--- config.mk ---
export PLATFORM = sky130hd
export DESIGN_NAME = sigma_mc_control
export DESIGN_NICKNAME = d
export VERILOG_FILES = /design/src/rtl/sigma_pkg.sv /design/src/rtl/sigma_instret_ctr.sv /design/src/rtl/sigma_mc_control.sv
export SDC_FILE = /design/constraint.sdc
export NUM_CORES = 1
export LEC_CHECK = 0
export CAP_MARGIN = 20
export CORE_ASPECT_RATIO = 1.75
export CORE_UTILIZATION = 43
export CTS_CLUSTER_SIZE = 30
export DETAILED_ROUTE_END_ITERATION = 8
export PLACE_DENSITY = 0.77
export SYNTH_ARGS = -nofsm -noshare
export SYNTH_HDL_FRONTEND = slang
export SYNTH_HIERARCHICAL = 1
export SYNTH_SLANG_ARGS = --single-unit
--- constraint.sdc ---
create_clock -name clk -period 2.5 [get_ports clk]
set_input_delay 0.25 -clock clk [delete_from_list [all_inputs] [get_ports clk]]
set_output_delay 0.25 -clock clk [all_outputs]
set_load 0.1 [all_outputs]
--- src/rtl/sigma_pkg.sv ---
// sigma_pkg: shared types and constants for the sigma multi-cycle control path.
//   state_e        5-bit FSM state encoding (FETCH=0 .. BRANCH=10)
//   OPCODE_*       RV32I major opcodes recognised by the decoder
//   ALU_OP_TYPE_*  class of operation handed to the downstream ALU control
//   IMM_TYPE_*     immediate format select for the immediate generator
//   ALU_SRC_*, MEM_TO_REG_*  datapath mux selects
package sigma_pkg;

  typedef enum logic [4:0] {
    S_FETCH     = 5'd0,
    S_DECODE    = 5'd1,
    S_MEM_ADDR  = 5'd2,
    S_MEM_READ  = 5'd3,
    S_WB_MEM    = 5'd4,
    S_MEM_WRITE = 5'd5,
    S_EXEC_R    = 5'd6,
    S_WB_R      = 5'd7,
    S_EXEC_I    = 5'd8,
    S_WB_I      = 5'd9,
    S_BRANCH    = 5'd10
  } state_e;

  localparam logic [6:0] OPCODE_LOAD   = 7'b0000011;
  localparam logic [6:0] OPCODE_STORE  = 7'b0100011;
  localparam logic [6:0] OPCODE_RTYPE  = 7'b0110011;
  localparam logic [6:0] OPCODE_IMM    = 7'b0010011;
  localparam logic [6:0] OPCODE_LUI    = 7'b0110111;
  localparam logic [6:0] OPCODE_BRANCH = 7'b1100011;

  localparam logic [2:0] FUNCT3_BEQ = 3'b000;

  localparam logic [1:0] ALU_OP_TYPE_LSU = 2'b00;  // address add
  localparam logic [1:0] ALU_OP_TYPE_LUI = 2'b01;  // pass upper immediate
  localparam logic [1:0] ALU_OP_TYPE_R_I = 2'b10;  // decode funct3/funct7
  localparam logic [1:0] ALU_OP_TYPE_BR  = 2'b11;  // SUB for branch compare

  localparam logic [2:0] IMM_TYPE_I = 3'd0;
  localparam logic [2:0] IMM_TYPE_S = 3'd1;
  localparam logic [2:0] IMM_TYPE_B = 3'd2;
  localparam logic [2:0] IMM_TYPE_U = 3'd3;
  localparam logic [2:0] IMM_TYPE_J = 3'd4;

  localparam logic ALU_SRC_REG = 1'b0;
  localparam logic ALU_SRC_IMM = 1'b1;

  localparam logic MEM_TO_REG_ALU_RES  = 1'b0;
  localparam logic MEM_TO_REG_MEM_DATA = 1'b1;

endpackage

--- src/rtl/sigma_instret_ctr.sv ---
// sigma_instret_ctr: 32-bit retired-instruction counter, wraps at 2^32.
//   clk, rst  rising-edge clock, synchronous active-high reset
//   inc_i     count one retirement at the next edge
//   count_o   current count; reads 0 while rst is high
module sigma_instret_ctr (
  input  logic        clk,
  input  logic        rst,
  input  logic        inc_i,
  output logic [31:0] count_o
);

  logic [31:0] cnt_q, cnt_d;

  always_comb cnt_d = inc_i ? cnt_q + 32'd1 : cnt_q;

  always_ff @(posedge clk) begin
    if (rst) cnt_q <= '0;
    else     cnt_q <= cnt_d;
  end

  // Reset is visible on the output in the cycle it is raised.
  assign count_o = rst ? '0 : cnt_q;

endmodule

--- src/rtl/sigma_mc_control.sv ---
// sigma_mc_control: multi-cycle RV32I control FSM (LOAD/STORE/R/IMM/LUI/BEQ).
//   clk, rst            rising-edge clock, synchronous active-high reset
//   opcode/funct3/funct7 instruction fields from the IR (funct7 unused here)
//   alu_zero            ALU result is zero (branch compare)
//   mem_ready           memory completes the current access this cycle
//   mem_req/mem_we/iord memory strobes and address select (0 PC, 1 ALU reg)
//   ir_write/pc_write/pc_src, reg_write, alu_src, mem_to_reg, alu_op, imm_type
//                       datapath controls, Moore decode of state
//   illegal_instr       one-cycle pulse in DECODE on an unsupported opcode
//   state_o             current state, instret  retired-instruction count
// Build option: define SIGMA_BRANCH_EN to support BEQ; otherwise the BRANCH
// opcode is treated as illegal.
module sigma_mc_control
  import sigma_pkg::*;
(
  input  logic        clk,
  input  logic        rst,
  input  logic [6:0]  opcode,
  input  logic [2:0]  funct3,
  input  logic [6:0]  funct7,
  input  logic        alu_zero,
  input  logic        mem_ready,
  output logic        mem_req,
  output logic        mem_we,
  output logic        iord,
  output logic        ir_write,
  output logic        pc_write,
  output logic        pc_src,
  output logic        reg_write,
  output logic        alu_src,
  output logic        mem_to_reg,
  output logic [1:0]  alu_op,
  output logic [2:0]  imm_type,
  output logic        illegal_instr,
  output logic [4:0]  state_o,
  output logic [31:0] instret
);

  state_e state_q, state_d;
  logic   retire;

  // funct3/alu_zero are only consumed when branches are built in.
  logic unused_ok;
  assign unused_ok = ^{funct7, funct3, alu_zero};

  always_ff @(posedge clk) begin
    if (rst) state_q <= S_FETCH;
    else     state_q <= state_d;
  end

  always_comb begin
    state_d       = state_q;
    mem_req       = 1'b0;
    mem_we        = 1'b0;
    iord          = 1'b0;
    ir_write      = 1'b0;
    pc_write      = 1'b0;
    pc_src        = 1'b0;
    reg_write     = 1'b0;
    alu_src       = ALU_SRC_REG;
    mem_to_reg    = MEM_TO_REG_ALU_RES;
    alu_op        = ALU_OP_TYPE_LSU;
    imm_type      = IMM_TYPE_I;
    illegal_instr = 1'b0;
    retire        = 1'b0;
    // Reset suppresses every strobe immediately, even mid-wait.
    if (rst) begin
      state_d = S_FETCH;
    end else begin
      unique case (state_q)
        S_FETCH: begin
          mem_req = 1'b1;
          if (mem_ready) begin
            ir_write = 1'b1;
            pc_write = 1'b1;
            state_d  = S_DECODE;
          end
        end
        S_DECODE: begin
          unique case (opcode)
            OPCODE_LOAD, OPCODE_STORE: state_d = S_MEM_ADDR;
            OPCODE_RTYPE:              state_d = S_EXEC_R;
            OPCODE_IMM, OPCODE_LUI:    state_d = S_EXEC_I;
`ifdef SIGMA_BRANCH_EN
            OPCODE_BRANCH:             state_d = S_BRANCH;
`endif
            default: begin
              illegal_instr = 1'b1;
              state_d       = S_FETCH;
            end
          endcase
        end
        S_MEM_ADDR: begin
          alu_src = ALU_SRC_IMM;
          if (opcode == OPCODE_STORE) begin
            imm_type = IMM_TYPE_S;
            state_d  = S_MEM_WRITE;
          end else begin
            state_d  = S_MEM_READ;
          end
        end
        S_MEM_READ: begin
          mem_req = 1'b1;
          iord    = 1'b1;
          if (mem_ready) state_d = S_WB_MEM;
        end
        S_WB_MEM: begin
          reg_write  = 1'b1;
          mem_to_reg = MEM_TO_REG_MEM_DATA;
          retire     = 1'b1;
          state_d    = S_FETCH;
        end
        S_MEM_WRITE: begin
          mem_req = 1'b1;
          mem_we  = 1'b1;
          iord    = 1'b1;
          if (mem_ready) begin
            retire  = 1'b1;
            state_d = S_FETCH;
          end
        end
        S_EXEC_R: begin
          alu_op  = ALU_OP_TYPE_R_I;
          state_d = S_WB_R;
        end
        S_EXEC_I: begin
          alu_src = ALU_SRC_IMM;
          if (opcode == OPCODE_LUI) begin
            alu_op   = ALU_OP_TYPE_LUI;
            imm_type = IMM_TYPE_U;
          end else begin
            alu_op   = ALU_OP_TYPE_R_I;
          end
          state_d = S_WB_I;
        end
        S_WB_R, S_WB_I: begin
          reg_write = 1'b1;
          retire    = 1'b1;
          state_d   = S_FETCH;
        end
`ifdef SIGMA_BRANCH_EN
        S_BRANCH: begin
          alu_op   = ALU_OP_TYPE_BR;
          imm_type = IMM_TYPE_B;
          pc_src   = 1'b1;
          // Only BEQ is implemented; other compares fall through untaken.
          pc_write = alu_zero && (funct3 == FUNCT3_BEQ);
          retire   = 1'b1;
          state_d  = S_FETCH;
        end
`endif
        default: state_d = S_FETCH;
      endcase
    end
  end

  assign state_o = rst ? S_FETCH : state_q;

  sigma_instret_ctr u_ctr (
    .clk     (clk),
    .rst     (rst),
    .inc_i   (retire),
    .count_o (instret)
  );

endmodule

Yosys cells after proc, flatten, opt, wreduce, memory -nomap -nowiden
Cells that the tools add are included.

Bits in registers: 37. Output and inout port bits: 52. Logic and storage cells: 64.

$add $sub $neg: 1. Eq/ne operators: 17. Mux-type cells: 35. Reduce and logical (&&, ||, !) cells: 9.

Operator list (count): 5-bit one-hot mux with 7 select lines (1); 32-bit by 1-bit adder with 32-bit output, second input constant (1); 32-bit 2-to-1 mux (1); 7-bit by 6-bit == test with 1-bit output, second input constant (3); 5-bit by 3-bit == test with 1-bit output, second input constant (4); 1-bit 2-to-1 mux (20); 5-bit 2-to-1 mux (4); 4-bit one-hot mux with 3 select lines (1); 5-bit by 2-bit == test with 1-bit output, second input constant (2); 5-bit by 4-bit == test with 1-bit output, second input constant (2); 2-bit 2-to-1 mux (4); 2-bit one-hot mux with 2 select lines (2); 2-bit OR reduction (4); 7-bit by 2-bit == test with 1-bit output, second input constant (1); 7-bit by 5-bit == test with 1-bit output, second input constant (1); 2-bit != test, second input constant (3); 3-bit OR reduction (2); 5-bit by 1-bit == test with 1-bit output, second input constant (1); 5-bit logical NOT (1); 5-bit OR reduction (1); 3-bit 2-to-1 mux (1); 3-bit AND reduction (1); 1-bit one-hot mux with 2 select lines (1).

Depth between registers and ports, before layout
Gate-level depths: netlist (run 1).

Word-level depth: 5. Depth in mapped cells: 12. Depth with buffers taken out: 8.

Modules after synthesis
The synthesis (run 1) kept the hierarchy.

By module, submodules not included: sigma_instret_ctr (instances 1, cells an instance 214, area an instance 1732.9 um^2); sigma_mc_control (instances 1, cells an instance 95, area an instance 651.9 um^2).

Worst setup path before layout (run 1)
OpenSTA, ideal clock, no wires.

Kind: input-to-output. Start point: in opcode[3]. End point: out alu_op[0]. Data arrival time: 3.799 ns. Required time: 2.250 ns. Path slack: -1.549 ns. Stages on the path: 3. Cell sequence: nor4bb_1 > nand2_1 > nor4_1.

Cells in the longest elaborated chain, start to end: 4.

RTL lines: start, declared (line sigma_mc_control.sv:18) `input logic [6:0] opcode,`; 7-bit by 6-bit == test with 1-bit output (line sigma_mc_control.sv:128) `if (opcode == OPCODE_LUI) begin`; 2-bit 2-to-1 mux (line sigma_mc_control.sv:128); 2-bit one-hot mux with 2 select lines (line sigma_mc_control.sv:70) `unique case (state_q)`; 2-bit 2-to-1 mux (line sigma_mc_control.sv:67) `if (rst) begin`; end, declared (line sigma_mc_control.sv:32) `output logic [1:0] alu_op,`.

No other way between the ends.

Worst setup path in the final report (run 1)
Start point: reg state_q[0]. End point: reg u_ctr.cnt_q[29].

Cells in the longest elaborated chain, start to end: 4. Elaborated cells on any way between the ends: 7. Those cells by class: eq/ne (4); mux (2); reduce/logical (1).

RTL lines: start, declared (line sigma_mc_control.sv:39) `state_e state_q, state_d;`; start signal, assigned (line sigma_mc_control.sv:48) `else state_q <= state_d;`; 5-bit by 3-bit == test with 1-bit output / 5-bit by 4-bit == test with 1-bit output (equally long branches) (line sigma_mc_control.sv:70); 3-bit OR reduction (no line); 1-bit one-hot mux with 2 select lines (*) (line sigma_mc_control.sv:70); 1-bit 2-to-1 mux (*) (line sigma_mc_control.sv:67); net retire (line sigma_mc_control.sv:40) `logic retire;`; end signal, assigned (line sigma_instret_ctr.sv:18) `else cnt_q <= cnt_d;`; end, declared (line sigma_instret_ctr.sv:12) `logic [31:0] cnt_q, cnt_d;`.

Mark *: on every way through the listed nets, which the timed path passes. The rest lies on a longest branch. A chain may end at the register's enable or synchronous reset.

==> reports/metrics.yaml, run 1 <==
outcome:
  status: "complete, no violations"
clock_tree:
  cts_resized: 0
  post_cts_buffers: 0
  clock_sink_count: 36
  clockBufferDepth: 2
  clk_pin_slew_ns: 0.07
  clock-root-buffer: "clkbuf_8"
  cts_buffers: 5
  insertion_delay_ns: 0.28
  cts_tree: "yes"
  h-tree-depth: 2
  holdBufCountCts: 0
timing:
  setup_violations: 0
  fin_crit_ns: 2.366
  fin_skew_ns: 0.003466
  finalHoldViolations: 0
  maxSlewViolCount: 0
  period_share: 0.9465
  fmax_ghz: 0.4226
  rsz0062_at_grt: "no"
worst_setup_path:
  crit_buf_inv: 1
  startpoint_type: "flip-flop"
  path_class: "flip-flop to flip-flop"
  crit_slowest_cell: "mux2_2"
  cp_cell_sequence: "nand2b_1, o22ai_1, nand2b_1, a21oi_1, nand3_1, or3_1, buf_4, nor4_1, mux2_2"
  worstPathMaxFanout: 15
  cp.arrival_ns: 2.53
  endpoint_kind: "flip-flop"
  cp_common_cell: "nand2b_1"
  path_delay_family: "simple AND/OR/NAND/NOR gates"
  worstPathRequired_ns: 2.67
  slowest_delay_ns: 0.38
global_routing:
  grt_antenna_before_repair: 0
  grt_overflow_total: 0
  grtUsageTotal: 0.2052
  grt_pass1_wl_mm: 9.611
  grt_max_degree: 39
  grt_pass1_vias: 2194
die:
  pin_count: 73
  rows: 35
  die-area_um2: 5860
  coreArea_um2: 5299
  die_w_um: 58.30
  initial_core_util: 0.4501
  die_y_um: 100.5
synth:
  syn_inst: 309
  synth_area_um2: 2385
  yosysTopAreaCellShare: 0.3022
  ys_warn_count: 6
  yosys.area.top_type: "dfxtp_1"
  ys_ff_latch: 36
  yosysMostFrequentCell: "dfxtp_1"
  synth_ff_type: "dfxtp_1"
  syn_area_per_cell_um2: 7.718
  synth_cell_types: 47
  synthArstFlopShare: 0
  synth_common_cells: "36 x dfxtp_1, 35 x nor2_1, 34 x nor2b_1, 20 x nand2_1"
  synth_seq_area_share: 0.3022
  synth_edf_count: 0
  yosys-top-cells-area: "dfxtp_1 30%, nor2b_1 8.9%, mux2_2 6.6%"
placement:
  hpwlAfterDp_mm: 4.469
  routabilityCongestion: 0.8707
  port_buffers: 58
  placed_cell_area_um2: 3142
pwr:
  ir_worst_vdd_mv: 0.2606
  leakage_uw: 0.001208
  power.density_nw_per_um2: 356.2
routing:
  drtIter0Drc: 132
  drt-pass1-iter-count: 4
  totalWireLength_mm: 5.851
  wl_per_cell_um: 13.21
  ant_nets: 0
  vias: 2383
  drc: 0
  via_per_inst: 5.379
layout:
  antennaDiodeCount: 0
  drive_gt1_frac: 0.2927
  stdcell_area_um2: 3234
  ff_latch_area_um2: 723.2
  syn_to_final_growth_pct: 35.62
  multi_input_area_um2: 1600
  nFillCells: 488
  final_util: 0.6104
  nets: 391
worst_hold_path:
  hold_class: "primary input to flip-flop"
run:
  drv_cap: 0
## metal layers
layer | share of wire | GRT usage | up-vias
li1 | - | - | 1199
met3 | 0.035 | 0.03466 | 6
met5 | 0 | 0 | -
met2 | 0.55 | 0.3926 | 57
met4 | 0.010 | 0.07143 | 0
met1 | 0.40 | 0.2175 | 1121
## final timing paths
| path | from | endpoint | slack (ns) | depth (start not counted) |
|---|---|---|---|---|
| max reg2reg | state_q[0]$_SDFFE_PP0P_ | u_ctr/cnt_q[29]$_SDFFE_PP0P_ | 0.13 | 9 |
| max | state_q[0]$_SDFFE_PP0P_ | u_ctr/cnt_q[29]$_SDFFE_PP0P_ | 0.13 | 9 |
| min reg2reg | u_ctr/cnt_q[14]$_SDFFE_PP0P_ | u_ctr/cnt_q[14]$_SDFFE_PP0P_ | 0.54 | 2 |
| min | rst | u_ctr/cnt_q[2]$_SDFFE_PP0P_ | 0.43 | 3 |
## tightest hold or removal path: stages
cell and delay [ns]:
buf_2 0.12, buf_4 0.20, nor2_1 0.10
## layout by cell type (no fill, tap or decap), types with 11 or more instances in the layout
cell and n:
mux2_2 14, nor3_1 11, dfxtp_1 34, nor2b_1 34
buf_12 11, nor2_1 34, a21oi_1 14, buf_4 55
nand3_1 14, nand2_1 20
## state kept, by name, summed over array words and instances (netlist names)
signal,count
state_q,4
u_ctr/cnt_q,32
## cell type report
cell class,instances,area share
Timing Repair Buffer,75,0.2221
Multi-Input combinational cell,245,0.4948
Tap cell,74,0.02863
Clock buffer,6,0.02244
Clock inverter,1,0.001547
Inverter,6,0.006963
Sequential cell,36,0.2236
## report_power, final
group          switching, uW  internal (uW)
sequential              2.22            575
combinational            127           61.5
clock                    196            189
total                    326            826
## cells by family (layout without fill, tap and decap cells)
kind of cell | Yosys count | count (layout) | share of synthesized area
mux | 15 | 15 | 0.07030
simple gates | 174 | 174 | 0.4056
buf+inv | 30 | 88 | 0.06401
xor+xnor | 14 | 14 | 0.05142
other cells | 1 | 3 | 0.001572
compound gates | 38 | 38 | 0.09969
fa+ha+maj | 1 | 1 | 0.005246
flops | 36 | 36 | 0.3022
## per-stage QoR
step	instances	worst slack [ns]	power (uW)	hold slack, ns	TNS (ns)
floorplan	311	-0.5393	725.7	0.4019	-1.560
global placement	436	-0.06524	776.4	0.5030	-0.2694
detailed placement	436	-0.1004	779.2	0.5293	-0.5247
CTS	443	0.08872	1163	0.4306	0
global route	443	0.009102	1198	0.4569	0
finish	443	0.1337	1152	0.4318	0
(Power assumes the default switching activity.)
==> run 2: changes to the inputs <==
--- a/config.mk
+++ b/config.mk
@@ -7,10 +7,10 @@
 export LEC_CHECK = 0
 export CAP_MARGIN = 20
 export CORE_ASPECT_RATIO = 1.75
-export CORE_UTILIZATION = 43
+export CORE_UTILIZATION = 40
 export CTS_CLUSTER_SIZE = 30
 export DETAILED_ROUTE_END_ITERATION = 8
-export PLACE_DENSITY = 0.77
+export PLACE_DENSITY = 0.73
 export SYNTH_ARGS = -nofsm -noshare
 export SYNTH_HDL_FRONTEND = slang
 export SYNTH_HIERARCHICAL = 1
==> run 2 against run 1 <==
Net effect:
- count of clock-buffer cells in the layout decreased by 1
- first-iteration DRC count fell by 11%
- critical endpoint is now u_ctr/cnt_q[16]$_SDFFE_PP0P_
- non-clock buffer count down 1
- register-to-register slack worse by 0.02 ns
- wire length is 2.7% higher
- clock power increased by 33%
- sequential power barely moved
- utilization decreased by 3.6 points
- combinational power barely moved
- via count is 0.13% higher
- sequential share of layout area down 0.25 points
- critical path depth is 1 higher
==> reports/metrics.yaml, run 2 (synthesized netlist as in run 1, its figures left out) <==
clock_tree:
  clk_pin_slew_ns: 0.08  # about the same
  cts_tree: "yes"
  insertion_delay_ns: 0.29  # about the same
  post_cts_buffers: 0  # unchanged
  clock-root-buffer: "clkbuf_8"
  cts_buffers: 5  # unchanged
  h-tree-depth: 2  # unchanged
  clock_sink_count: 36  # unchanged
  clockBufferDepth: 2  # unchanged
routing:
  totalWireLength_mm: 6.007  # +2.7%
  drt-pass1-iter-count: 4  # unchanged
  vias: 2386  # +0.13%
  wl_per_cell_um: 13.50  # +2.2%
  drtIter0Drc: 118  # -11%
  drc: 0  # unchanged
  ant_nets: 0  # unchanged
  via_per_inst: 5.362  # -0.32%
pwr:
  combPwrFrac: 0.146  # -0.018
  ir_worst_vdd_mv: 0.3246  # +25%
  power.density_nw_per_um2: 391.3  # +9.8%
  p_switching_uw: 346.3  # +6.3%
  swShare: 0.2716  # -0.01132
  pwr-share-seq: 0.452  # -0.049
  total_power_uw: 1275  # +11%
  p_clk_frac: 0.402  # +0.067
  leakage_uw: 0.001216  # +0.68%
  p_int_uw: 929.0  # +12%
worst_setup_path:
  cp.arrival_ns: 2.56  # +0.03 ns
  worstPathRequired_ns: 2.68  # about the same
  r2r-end: "u_ctr/cnt_q[16]$_SDFFE_PP0P_"
  reg2reg_depth: 10  # +1
  cp-startpoint: "state_q[2]$_SDFFE_PP0P_"
  slowest_delay_ns: 0.41  # +0.03 ns
  worstPathMaxFanout: 7  # -8
  path_class: "flip-flop to flip-flop"
  cp_cell_sequence: "nand2b_1, o22ai_1, nand2b_1, a21oi_1, buf_4, nand3_1, or2_0, buf_4, nor3_1, mux2_2"
  reg2reg_from: "state_q[2]$_SDFFE_PP0P_"
  startpoint_type: "flip-flop"
  crit_slowest_cell: "dfxtp_1"
  endpoint_kind: "flip-flop"
  rrSetupSlack_ns: 0.12  # -0.02 ns
worst_hold_path:
  worstHoldStart: "rst"
  min_path_cells: 3  # unchanged
  hold_class: "primary input to flip-flop"
  min_to: "u_ctr/cnt_q[4]$_SDFFE_PP0P_"
timing:
  fmax_ghz: 0.4198  # -0.67%
  finalHoldViolations: 0  # unchanged
  tightest_slew_ns: 0.6625
  fin_crit_ns: 2.382  # +0.01592 ns
  fin_skew_ns: 0.004670  # +0.001203 ns
  setup_violations: 0  # unchanged
  rsz0062_at_grt: "no"
  setup_slack_ns: 0.1178  # -0.01592 ns
  period_share: 0.9529  # +0.006368
  maxSlewHeadroom: 0.5584
  maxSlewViolCount: 0  # unchanged
die:
  die-area_um2: 6287  # +7.3%
  rows: 36  # +2.9%
  die_w_um: 60.37  # +3.6%
  die_y_um: 104.1  # +3.6%
  initial_core_util: 0.4202  # -0.02987
  coreArea_um2: 5675  # +7.1%
  pin_count: 73  # unchanged
layout:
  antennaDiodeCount: 0  # unchanged
  final_common_cell: "buf_4"
  top_register: "u_ctr/cnt_q"
  ff_latch_area_um2: 720.7  # -0.35%
  biggestRegsByFlops: "u_ctr/cnt_q (32), state_q (4)"
  drive_gt1_frac: 0.2954  # +0.002710
  nets: 390  # -0.26%
  nFillCells: 546  # +12%
  syn_to_final_growth_pct: 36.67
  mostFrequentLayoutCells: "55 x buf_4, 36 x dfxtp_1, 34 x nor2b_1, 34 x nor2_1, 20 x nand2_1"
  stdcell_area_um2: 3259  # +0.77%
  largest_reg_flops: 32  # unchanged
  multi_input_area_um2: 1612  # +0.70%
outcome:
  status: "complete, no violations"
placement:
  dp_slack_ns: -0.09913  # +0.001254 ns
  port_buffers: 58  # unchanged
  routabilityCongestion: 0.8121  # -6.7%
  placed_cell_area_um2: 3124  # -0.56%
  hpwlAfterDp_mm: 4.507  # +0.85%
global_routing:
  grt_max_degree: 68  # +74%
  grt_pass1_wl_mm: 10.09  # +5.0%
  grt_overflow_total: 0  # unchanged
  grtUsageTotal: 0.2045  # -0.0006699
  grt_antenna_before_repair: 0  # unchanged
  grt_pass1_vias: 2237  # +2.0%
run:
  drv_cap: 0  # unchanged
-- run 2: cell count changes in the layout (fill, tap and decap cells not counted), sizes merged --
cell,change
buf,-1
bufinv,+1
clkinvlp,+1
clkbuf,-1
-- run 2: power by group through the flow --
stage	combinational (uW)	sequential, uW	clock [uW]
2_1_floorplan	136	590	0
3_3_place_gp	184	590	0
3_5_place_dp	186	590	0
4_1_cts	186	577	526
5_1_grt	196	577	554
6_report	186	577	513
-- run 2: worst max-delay path by stage --
stage | end | slack (ns)
6_report | u_ctr/cnt_q[16]$_SDFFE_PP0P_ | 0.12
5_1_grt | u_ctr/cnt_q[16]$_SDFFE_PP0P_ | 0.007
4_1_cts | pc_write | 0.12
3_5_place_dp | u_ctr/cnt_q[28]$_SDFFE_PP0P_ | -0.1
3_3_place_gp | u_ctr/cnt_q[31]$_SDFFE_PP0P_ | -0.08
2_1_floorplan | pc_write | -0.54
-- run 2: layout make-up --
| cell class | instances | share of cell area |
|---|---|---|
| multi-input combinational | 245 | 0.4944 |
| sequential | 36 | 0.2211 |
| timing repair buffer | 74 | 0.2142 |
| tap | 76 | 0.02917 |
| clock buffer | 5 | 0.02111 |
| clock inverter | 3 | 0.01305 |
| inverter | 6 | 0.006910 |
-- run 2: per-layer routing --
layer | GRT usage | wire length, um | part of all wire
met5 | 0 | 0 | 0
met4 | 0.08638 | 111 | 0.018
met3 | 0.03607 | 147 | 0.024
met2 | 0.3689 | 3315 | 0.55
met1 | 0.2189 | 2432 | 0.40
-- run 2: per-stage QoR --
stage	TNS [ns]	util	hold slack (ns)	cells
floorplan	-1.560	-	0.4019	311
global placement	-0.3166	0.5505	0.4979	437
detailed placement	-0.5019	0.5505	0.5140	437
CTS	0	0.5710	0.3797	445
global route	0	0.5743	0.4138	445
finish	0	0.5743	0.3901	445
-- run 2: what timing repair did --
item	in CTS	in global routing
endpoints found under the hold margin	0	0
resized for setup	1	3
endpoints found under the setup margin	2	3
hold buffers	0	0
-- run 2: critical path: cells and delay by family (launching register included) --
| family | cells | cell delay, ns |
|---|---|---|
| flops | 1 | 0.41 |
| simple gates | 5 | 0.79 |
| buf+inv | 2 | 0.38 |
| compound gates | 2 | 0.34 |
| mux | 1 | 0.36 |
==> run 3: changes to the inputs <==
--- a/config.mk
+++ b/config.mk
@@ -10,6 +10,7 @@
 export CORE_UTILIZATION = 40
 export CTS_CLUSTER_SIZE = 30
 export DETAILED_ROUTE_END_ITERATION = 8
+export GPL_ROUTABILITY_DRIVEN = 0
 export PLACE_DENSITY = 0.73
 export SYNTH_ARGS = -nofsm -noshare
 export SYNTH_HDL_FRONTEND = slang
==> results of run 3 <==
Same layout as run 2: the final DEF is identical, and so are final timing and power.
